--- src/rtl/mul_seq.sv ---
// Sequential shift-free multiplier: repeated ALU adds of op_a, op_b times.
// Optional saturation of the result on carry-out: define MUL_SEQ_SAT_EN.
module mul_seq #(
  parameter int N = 4
) (
  input  logic         clk,
  input  logic         rst_n,
  input  logic         start,
  input  logic [N-1:0] op_a,
  input  logic [N-1:0] op_b,
  output logic         busy,
  output logic         done,
  output logic [N-1:0] result,
  output logic         ovf,
  output logic         err,
  output logic [N-1:0] alu_a,
  output logic [N-1:0] alu_b,
  output logic [3:0]   alu_op,
  input  logic [N-1:0] alu_o,
  input  logic         alu_of,
  input  logic         alu_err
);

  typedef enum logic [1:0] {
    S_IDLE,
    S_ADD,
    S_DONE
  } state_t;

  localparam logic [N-1:0] C_ONE = N'(1);

  state_t       r_state;
  state_t       w_next;
  logic [N-1:0] r_acc;
  logic [N-1:0] r_a;
  logic [N-1:0] r_cnt;
  logic         r_busy;
  logic         r_ovf;
  logic         r_err;
  logic         w_zero;

  assign w_zero = (op_a == '0) || (op_b == '0);

  // State register.
  always_ff @(posedge clk or negedge rst_n) begin
    if (!rst_n) r_state <= S_IDLE;
    else        r_state <= w_next;
  end

  // Next state: zero operand skips the add loop; ALU error aborts it.
  always_comb begin
    w_next = r_state;
    unique case (r_state)
      S_IDLE: begin
        if (start) w_next = w_zero ? S_DONE : S_ADD;
      end
      S_ADD: begin
        if (alu_err || (r_cnt == C_ONE)) w_next = S_DONE;
      end
      S_DONE:  w_next = S_IDLE;
      default: w_next = S_IDLE;
    endcase
  end

  // Datapath: capture on start, accumulate one add per ADD cycle.
  always_ff @(posedge clk or negedge rst_n) begin
    if (!rst_n) begin
      r_acc  <= '0;
      r_a    <= '0;
      r_cnt  <= '0;
      r_busy <= 1'b0;
      r_ovf  <= 1'b0;
      r_err  <= 1'b0;
    end else begin
      unique case (r_state)
        S_IDLE: begin
          if (start) begin
            r_a    <= op_a;
            r_cnt  <= op_b;
            r_acc  <= '0;
            r_ovf  <= 1'b0;
            r_err  <= 1'b0;
            r_busy <= 1'b1;
          end
        end
        S_ADD: begin
          if (alu_err) begin
            r_err <= 1'b1;
          end else begin
            r_acc <= alu_o;
            r_ovf <= r_ovf | alu_of;
            r_cnt <= r_cnt - C_ONE;
          end
        end
        S_DONE:  r_busy <= 1'b0;
        default: r_busy <= 1'b0;
      endcase
    end
  end

  assign busy   = r_busy;
  assign done   = (r_state == S_DONE);
  assign ovf    = r_ovf;
  assign err    = r_err;
  assign alu_a  = r_acc;
  assign alu_b  = r_a;
  assign alu_op = 4'b0000;

`ifdef MUL_SEQ_SAT_EN
  assign result = r_ovf ? {N{1'b1}} : r_acc;
`else
  assign result = r_acc;
`endif

endmodule
--- config.mk ---
export PLATFORM = sky130hd
export DESIGN_NAME = mul_seq
export DESIGN_NICKNAME = d
export VERILOG_FILES = /design/src/rtl/mul_seq.sv
export SDC_FILE = /design/constraint.sdc
export NUM_CORES = 1
export LEC_CHECK = 0
export ABC_AREA = 1
export CAP_MARGIN = 20
export CORE_ASPECT_RATIO = 0.9
export CORE_MARGIN = 2
export CORE_UTILIZATION = 42
export CTS_CLUSTER_DIAMETER = 200
export DETAILED_ROUTE_END_ITERATION = 16
export PLACE_DENSITY = 0.78
export SETUP_SLACK_MARGIN = 0.02
export SLEW_MARGIN = 10
export SYNTH_ARGS = -nofsm -noshare
export SYNTH_HDL_FRONTEND = slang
export SYNTH_SLANG_ARGS = --single-unit
--- constraint.sdc ---
create_clock -name clk -period 1.7 [get_ports clk]
set_clock_uncertainty 0.2 [all_clocks]
set_input_delay 0.255 -clock clk [delete_from_list [all_inputs] [get_ports clk]]
set_output_delay 0.255 -clock clk [all_outputs]
set_load 0.005 [all_outputs]
# After elaboration in Yosys (flattened, before gate mapping)
# Index checks and enable logic that the tools add are counted.
# W data, S select, Z words.
# word_totals
regBits	17
inputBits	17
memories	0
ram_bits	0
latchBits	0
word_cells	45
output_inout_bits	20
mem_bits_ro	0
# classes
n_mul	0
n_bitwise	2
add_sub_neg	1
n_eq_ne	7
shift	0
muxes	17
reduce_logical	11
n_div	0
n_lt_le_gt_ge	0
# op_table
operator	count
$mux W4	4
$pmux W4 S2	2
$logic_not A4 Y1	2
$ne A2 B2 Y1 const B	4
$mux W2	3
$pmux W1 S2	3
$reduce_and A2 Y1	3
$reduce_and A3 Y1	2
$eq A4 B1 Y1 const B	1
$mux W1	4
$pmux W2 S2	1
$sub A4 B1 Y4 const B	1
$eq A2 B1 Y1 const B	1
$eq A2 B2 Y1 const B	1
$logic_not A2 Y1	1
$logic_or A1 B1 Y1	2
$reduce_bool A2 Y1	1
$not A1 Y1	1
$or A1 B1 Y1	1

# Depth between registers and ports, before layout
# Gate-level depths: netlist (run 1).
# logic_depth
depth_word	5
ltp_mapped	7

# Worst setup path after synthesis (run 1)
# No wires, ideal clock.
# synth_timing
path_type	reg2reg
from	reg r_state[0]
to	reg r_cnt[3]
arrival_ps	925
setup_slack_ps	458
required_ps	1384
setup_ps	116
path_stages_with_launch	8
path_cell_list	dfrtp_1 > inv_2 > nor2_8 > nand2_4 > nand2_4 > nand2_1 > nand2_1 > nand2_1
# synth_via
elab_chain_cells	3
word_cells_on_any_way	7
# synth_rtl
element	line_no	source
start: declaration	32	state_t r_state;
start signal: assignment	47	else r_state <= w_next;
$eq A2 B1 Y1 / $logic_not A2 Y1 (equally long branches)	75	unique case (r_state)
$ne A2 B2 Y1 (no line) / $reduce_bool A2 Y1 (equally long branches)	n/a	
$reduce_and A3 Y1 (no line)	n/a	
end signal: assignment	79	r_cnt <= op_b;
end signal: assignment	92	r_cnt <= r_cnt - C_ONE;
end: declaration	36	logic [N-1:0] r_cnt;
# Parallel ways exist; a longest one is shown, timed or not.
# A chain may end at the register's enable or synchronous reset.

# Final worst setup path (run 1)
# layout_timing
from	reg r_busy, in the netlist busy
to	out busy
# layout_rtl
element	line_no	source
start: declaration	37	logic r_busy;
start signal: assignment	71	r_busy <= 1'b0;
start signal: assignment	83	r_busy <= 1'b1;
start signal: assignment	95	S_DONE: r_busy <= 1'b0;
end: declaration	11	output logic busy,
# No word-level cell between the ends.

==> impl_metrics.tcl, run 1 <==
set metrics [dict create \
    status "complete, no violations" \
    wl_um 2010 \
    via_per_inst 4.64 \
    finalSetupViolCount 0 \
    cellPowerDensity_nw_per_um2 1620 \
    clk_latency_ns 0.29 \
    power_uw 2150 \
    numCtsBuffers 3 \
    cp.buffers_inverters 1 \
    drtAntennaViolNets 0 \
    antenna_found_initial 0 \
    syn_area_um2 937 \
    die_h_um 48.8 \
    clockBufferDepth 2 \
    grt_pass1_vias 797 \
    grt_usage_pct 18.1 \
    synth.area.top_cells "dfrtp_1, nand2_1, nand3_1" \
    required_ns 1.24 \
    p_int_uw 1300 \
    grt_max_degree 18 \
    io_pins 37 \
    vias 845 \
    seq_area_um2 425 \
    yosysTopAreaCell "dfrtp_1" \
    arrival_ns 1.17 \
    h-tree-depth 1 \
    power.switching_uw 843 \
    drc_errors 0 \
    final.min_clock_period_ns 1.62 \
    cp_top_family "buffers and inverters" \
    holdBufCountCts 0 \
    yosysWarningCount 0 \
    drt_pass1_iterations 5 \
    netlist_instances 118 \
    clk_pin_slew_ns 0.10 \
    hold_viol_final 0 \
    slowest_delay_ns 0.51 \
    avgSynthCellArea_um2 7.94 \
    max-cap-violations 0 \
    overflow 0 \
    slew_violations 0 \
    drive_gt1_share_pct 12.3 \
    portBuffers 32 \
    std_cell_rows 16 \
    tns_ns 0 \
    multiInputGateArea_um2 414 \
    rsz0062_at_grt "yes" \
    drt_iter0_markers 17 \
    startpoint_type "flop" \
    area_delta_synth_final_pct 41.4 \
    fin_crit_sh_pct 95.4 \
    worstHoldPathType "input port to asynchronous set/reset pin" \
    dpl.hpwl_um 1540 \
    post_drt_wl_per_cell_um 11.1 \
    ys_seq_elements 17 \
    cts_sinks 17 \
    yosysUniqueCellTypes 19 \
    swShare_pct 39.3 \
    nNetsFinal 175 \
    critical_path_class "flop to output pin" \
    fmax_mhz 616 \
    critPathMaxFanout 2 \
    core-area_um2 2140 \
    p_leak_uw 0.000771 \
    slowest_stage "clkdlybuf4s50_1" \
    reg2reg_slack_ns 0.21 \
    synth.top_cell.area_share_pct 45.4 \
    p_clk_share_pct 10.2 \
    cp-end-kind "output pin" \
    place.gp.congestion 0.815 \
    initial_utilization_pct 43.8 \
    cts_tree "yes" \
    die-area_um2 2630 \
    path_cells "clkdlybuf4s50_1" \
    diodes 0 \
    die_x_um 53.8 \
    pwr-share-seq_pct 33.7 \
    synth-seq-area-share_pct 45.4 \
    ir_drop_uv 987 \
    grt_pass1_wl_um 3550 \
    cts_root_buf "clkbuf_4" \
    fillers 176 \
    power_frac_comb_pct 56.0 \
]
final cells by class:
type	count	share of cell area (%)
sequential	17	32.1
timing repair buffer	39	29.2
clock buffer	3	1.70
tap	27	2.55
multi-input combinational	85	31.3
inverter	10	2.83
clock inverter	1	0.378
power groups by stage:
| stage | combinational (uW) | sequential [uW] | clock [uW] |
|---|---|---|---|
| 6_report | 1200 | 724 | 220 |
| 5_1_grt | 1350 | 750 | 251 |
| 4_1_cts | 1160 | 731 | 225 |
| 3_5_place_dp | 1130 | 745 | 0 |
| 3_3_place_gp | 1100 | 744 | 0 |
| 2_1_floorplan | 658 | 747 | 0 |
what timing repair did:
item | CTS | global route
endpoints found under the setup margin | 1 | 11
gates resized for setup | 1 | 6
buffers inserted | 1 | 4
gates cloned | 0 | 0
stage by stage:
step | area, um^2 | hold WS (ns) | std cells | worst slack, ns | util, %
2_1_floorplan | 948 | -0.241 | 121 | 0.458 | -
3_3_place_gp | 1250 | 0.270 | 173 | 0.110 | 58.2
3_5_place_dp | 1250 | 0.272 | 173 | 0.0790 | 58.2
4_1_cts | 1280 | 0.0683 | 178 | 0.0367 | 59.8
5_1_grt | 1330 | 0.0934 | 182 | 0.0190 | 61.9
6_report | 1330 | 0.0710 | 182 | 0.0774 | 61.9
sequential cells by signal, summed over array words and instances (netlist names):
signal   flops
r_state      2
busy         1
alu_b        4
ovf          1
err          1
r_cnt        4
alu_a        4
final timing paths:
kind                             from       end  depth (start not counted)
setup / recovery                 busy      busy                          1
hold / removal                  rst_n  alu_b[0]                          2
setup reg to reg           r_state[0]  r_cnt[3]                          7
hold reg to reg              r_cnt[3]  r_cnt[3]                          2
max in group asynchronous       rst_n  alu_a[2]                          2
min in group clk             r_cnt[3]  r_cnt[3]                          2
layer usage:
| layer | GRT usage, % | up-vias | wire, um |
|---|---|---|---|
| met5 | 0 | - | 0 |
| met4 | 5.13 | 0 | 0 |
| met3 | 3.07 | 0 | 125 |
| met2 | 28.7 | 33 | 1050 |
| met1 | 25.0 | 384 | 838 |
| li1 | - | 428 | - |
cell usage after synthesis:
| cell type | count |
|---|---|
| a21oi_1 | 1 |
| buf_4 | 8 |
| buf_6 | 1 |
| conb_1 | 1 |
| dfrtp_1 | 17 |
| ha_1 | 2 |
| inv_1 | 8 |
| inv_2 | 2 |
| nand2_1 | 43 |
| nand2_2 | 1 |
| nand2_4 | 2 |
| nand3_1 | 13 |
| nand3_4 | 1 |
| nor2_1 | 11 |
| nor2_2 | 1 |
| nor2_8 | 1 |
| o21ai_0 | 3 |
| o21ai_1 | 1 |
| xnor2_1 | 1 |
kinds of logic after synthesis:
family	Yosys count	share of synthesized area, %
buffers and inverters	19	11.6
AND/OR/NAND/NOR	73	36.3
adder cells (fa/ha/maj)	2	2.67
AO/OA/AOI/OAI	5	2.67
XOR/XNOR	1	0.935
other	1	0.400
flip-flops	17	45.4
placed cells by master (no fill, tap or decap), drive strengths merged:
cell type / instances
nand2: 46
clkdlybuf4s50: 25
dfrtp: 17
nand3: 14
nor2: 13
inv: 10
buf: 7
dlymetal6s2s: 6
conb: 4
o21ai: 4
clkbuf: 3
ha: 2
a21oi: 1
xnor2: 1
clkinv: 1
dlygate4sd2: 1
(Power assumes the default switching activity.)
==> run 2, diff against run 1 <==
==> constraint.sdc (replaced) <==
create_clock -name clk -period 1.8 [get_ports clk]
set_clock_uncertainty 0.2 [all_clocks]
set_input_delay 0.27 -clock clk [delete_from_list [all_inputs] [get_ports clk]]
set_output_delay 0.27 -clock clk [all_outputs]
set_load 0.005 [all_outputs]
==> impl_metrics.tcl, run 2 (synthesized netlist as in run 1, its figures left out) <==
set metrics [dict create \
    drtAntennaViolNets 0 \
    std_cell_rows 16 \
    wl_um 1960 \
    cp.buffers_inverters 1 \
    grt_usage_pct 17.4 \
    clockBufferDepth 2 \
    slew_violations 0 \
    critPathMaxFanout 3 \
    numCtsBuffers 3 \
    fin_cells 178 \
    overflow 0 \
    required_ns 1.33 \
    wl_met3_um 130 \
    portBuffers 32 \
    fin_util_pct 59.8 \
    die_x_um 53.8 \
    via_per_inst 4.72 \
    critical_path_class "flop to output pin" \
    hold_viol_final 0 \
    cellPowerDensity_nw_per_um2 1550 \
    die-area_um2 2630 \
    cp-end-kind "output pin" \
    startpoint_type "flop" \
    met1_length_um 832 \
    dp_cells 173 \
    arrival_ns 1.20 \
    met2_length_um 993 \
    place.gp.congestion 0.817 \
    die_h_um 48.8 \
    path_cells "clkdlybuf4s50_1" \
    tns_ns 0 \
    multiInputGateArea_um2 414 \
    area_delta_synth_final_pct 36.6 \
    slowest_stage "clkdlybuf4s50_1" \
    diodes 0 \
    max-cap-violations 0 \
    rsz0062_at_grt "no" \
    cts_root_buf "clkbuf_4" \
    dpl.hpwl_um 1560 \
    highest_layer "met3" \
    slowest_delay_ns 0.52 \
    clk_pin_slew_ns 0.10 \
    clk_latency_ns 0.29 \
    grt_max_degree 18 \
    core-area_um2 2140 \
    vias 840 \
    h-tree-depth 1 \
    grt_pass1_vias 811 \
    nNetsFinal 171 \
    drt_pass1_iterations 4 \
    ir_drop_uv 1090 \
    initial_utilization_pct 43.8 \
    p_leak_uw 0.000665 \
    holdBufCountCts 0 \
    io_pins 37 \
    final_cell_mix "nand2_1, clkdlybuf4s50_1, dfrtp_1, nand3_1, nor2_1" \
    post_drt_wl_per_cell_um 11.0 \
    fin_crit_sh_pct 92.6 \
    worstHoldPathType "input port to asynchronous set/reset pin" \
    status "complete, no violations" \
    cts_tree "yes" \
    finalSetupViolCount 0 \
    drt_iter0_markers 17 \
    seq_area_um2 425 \
    grt_pass1_wl_um 3420 \
    fmax_mhz 600 \
    power_uw 1980 \
    final.min_clock_period_ns 1.67 \
    antenna_found_initial 0 \
    fillers 184 \
    cts_sinks 17 \
    drc_errors 0 \
    final_common_cell "nand2_1" \
    drive_gt1_share_pct 9.93 \
    cp_top_family "buffers and inverters" \
]
run 2: path summary, 6_finish.rpt:
path,start,to,slack (ns),depth (start not counted)
max,alu_a[0],alu_a[0],0.13,1
min,rst_n,alu_b[0],0.09,2
max reg2reg,r_state[0],r_cnt[3],0.31,7
min reg2reg,alu_b[2],alu_b[2],0.30,2
max in group asynchronous,rst_n,r_state[0],1.12,2
min in group clk,alu_b[2],alu_b[2],0.30,2
run 2: cell type report:
cell class                      count  share of cell area [%]
Timing Repair Buffer               35                    26.7
Clock buffer                        3                    1.76
Tap cell                           27                    2.64
Inverter                           10                    2.93
Sequential cell                    17                    33.2
Clock inverter                      1                   0.391
Multi-Input combinational cell     85                    32.4
run 2: power breakdown:
part | leakage (uW) | total (uW) | internal [uW] | switching [uW]
Combinational | 0.000433 | 1090 | 551 | 534
Clock | 0.0000177 | 200 | 82.5 | 117
Sequential | 0.000214 | 694 | 567 | 127
Total | 0.000665 | 1980 | 1200 | 778
run 2: layer usage:
metal / vias to the layer above / global-route usage [%]
li1: 419 / -
met1: 389 / 21.8
met2: 32 / 29.3
met3: 0 / 3.68
met4: 0 / 5.56
met5: - / 0
run 2: through the flow:
stage,worst slack [ns],instance area [um^2],hold slack (ns)
4_1_cts,0.114,1280,0.0851
6_report,0.134,1280,0.0866
3_3_place_gp,0.196,1250,0.270
3_5_place_dp,0.150,1250,0.270
5_1_grt,0.0612,1280,0.105
2_1_floorplan,0.558,948,-0.226
run 2: timing repair:
item,in CTS,in global routing
buffers inserted,1,0
gates resized for setup,1,0
setup endpoints to repair,1,0
==> run 3, diff against run 2 <==
--- a/config.mk
+++ b/config.mk
@@ -9,10 +9,11 @@
 export CAP_MARGIN = 20
 export CORE_ASPECT_RATIO = 0.9
 export CORE_MARGIN = 2
-export CORE_UTILIZATION = 42
+export CORE_UTILIZATION = 43
 export CTS_CLUSTER_DIAMETER = 200
 export DETAILED_ROUTE_END_ITERATION = 16
-export PLACE_DENSITY = 0.78
+export DONT_BUFFER_PORTS = 1
+export MAX_ROUTING_LAYER = met4
 export SETUP_SLACK_MARGIN = 0.02
 export SLEW_MARGIN = 10
 export SYNTH_ARGS = -nofsm -noshare
==> impl_metrics.tcl, run 3 (synthesized netlist as in run 1, its figures left out) <==
set metrics [dict create \
    die-area_um2 2570 \
    drc_errors 0 \
    drt_pass1_iterations 4 \
    p_leak_uw 0.000575 \
    drive_gt1_share_pct 9.38 \
    cts_resized 0 \
    pwr-share-seq_pct 46.4 \
    io_pins 37 \
    critPathMaxFanout 5 \
    critical_path_class "flop to output pin" \
    drt_iter0_markers 7 \
    power.switching_uw 713 \
    die_h_um 48.3 \
    clk_latency_ns 0.29 \
    hold_viol_final 0 \
    highest_layer "met3" \
    vias 716 \
    initial_utilization_pct 44.2 \
    finalSetupViolCount 0 \
    place.gp.congestion 0.805 \
    fillers 218 \
    final_cell_mix "nand2_1, dfrtp_1, nand3_1, dlygate4sd3_1, nor2_1" \
    die_x_um 53.2 \
    cellPowerDensity_nw_per_um2 1520 \
    post_drt_wl_per_cell_um 11.9 \
    grt_max_degree 18 \
    drtAntennaViolNets 0 \
    crit_end "done" \
    slew_headroom_pct 48.1 \
    portBuffers 0 \
    fin_crit_sh_pct 82.9 \
    numCtsBuffers 3 \
    wl_um 1850 \
    ir_drop_uv 909 \
    power_uw 1610 \
    met2_length_um 907 \
    worst-slew-pin-transition_ns 0.775 \
    nNetsFinal 148 \
    fmax_mhz 670 \
    r2r_end "r_cnt[3]" \
    final.min_clock_period_ns 1.49 \
    std_cell_rows 16 \
    final_common_cell "nand2_1" \
    slew_violations 0 \
    grt_pass1_wl_um 2890 \
    met1_length_um 838 \
    clk_pin_slew_ns 0.10 \
    p_clk_share_pct 12.5 \
    cp-end-kind "output pin" \
    required_ns 1.33 \
    startpoint_type "flop" \
    reg2reg_slack_ns 0.38 \
    wl_met3_um 101 \
    antenna_found_initial 0 \
    max-cap-violations 0 \
    via_per_inst 4.62 \
    diodes 0 \
    area_delta_synth_final_pct 13.0 \
    crit_start "r_state[1]" \
    p_int_uw 894 \
    tns_ns 0 \
    post-cts-setup-buffers 0 \
    core-area_um2 2120 \
    swShare_pct 44.4 \
    cts_sinks 17 \
    grt_usage_pct 16.4 \
    cts_tree "yes" \
    overflow 0 \
    worstHoldPathType "input port to flop" \
    cts_root_buf "clkbuf_4" \
    power_frac_comb_pct 41.1 \
    status "complete, no violations" \
    rsz0062_at_grt "no" \
    rr_worst_depth 6 \
    h-tree-depth 1 \
    arrival_ns 1.02 \
    grt_pass1_vias 656 \
    r2r_start "r_state[1]" \
    dpl.hpwl_um 1350 \
    clockBufferDepth 2 \
]
[run 3: worst min-delay path by stage]
stage,start,endpoint,slack (ns),depth (start not counted)
final,op_b[3],r_cnt[3],0.006,4
after global routing,op_b[2],r_cnt[2],0.03,4
after CTS,op_b[3],r_cnt[3],0.008,4
after detailed placement,rst_n,r_state[0],-0.23,0
after global placement,rst_n,r_state[0],-0.23,0
after floorplan,rst_n,alu_a[0],-0.23,0
[run 3: power groups by stage]
stage / logic, uW / clock network, uW / registers (uW)
2_1_floorplan: 622 / 0 / 705
3_3_place_gp: 626 / 0 / 752
3_5_place_dp: 635 / 0 / 754
4_1_cts: 666 / 210 / 746
5_1_grt: 776 / 224 / 776
6_report: 660 / 201 / 746
[run 3: layer usage]
layer,vias up,track usage (%)
met1,325,22.6
met3,0,4.91
met4,0,1.54
li1,373,-
met2,18,24.7
met5,-,-
[run 3: final cells by class]
type	instances	area [um^2]	area share, %
sequential	17	425	40.2
multi-input combinational	85	414	39.1
timing repair buffer	12	120	11.3
inverter	10	37.5	3.55
tap	27	33.8	3.19
clock buffer	3	22.5	2.13
clock inverter	1	5.00	0.473
[run 3: timing repair]
| item | in CTS | in global routing |
|---|---|---|
| endpoints found under the hold margin | 28 | 0 |
| setup endpoints to repair | 0 | 0 |
| hold buffers | 12 | 0 |
[run 3: critical path, cell delays in order, from the launching register on]
cell,delay [ns]
dfrtp_1,0.47
inv_2,0.11
nor2_1,0.16
[run 3: stage by stage]
stage	worst slack [ns]	utilization (%)	std cells	cell area [um^2]	hold WS, ns
floorplan	0.558	-	121	948	-0.226
global placement	0.434	42.9	139	911	-0.225
detailed placement	0.392	42.9	139	911	-0.225
CTS	0.293	49.9	155	1060	0.00780
global route	0.259	49.9	155	1060	0.0324
finish	0.308	49.9	155	1060	0.00605
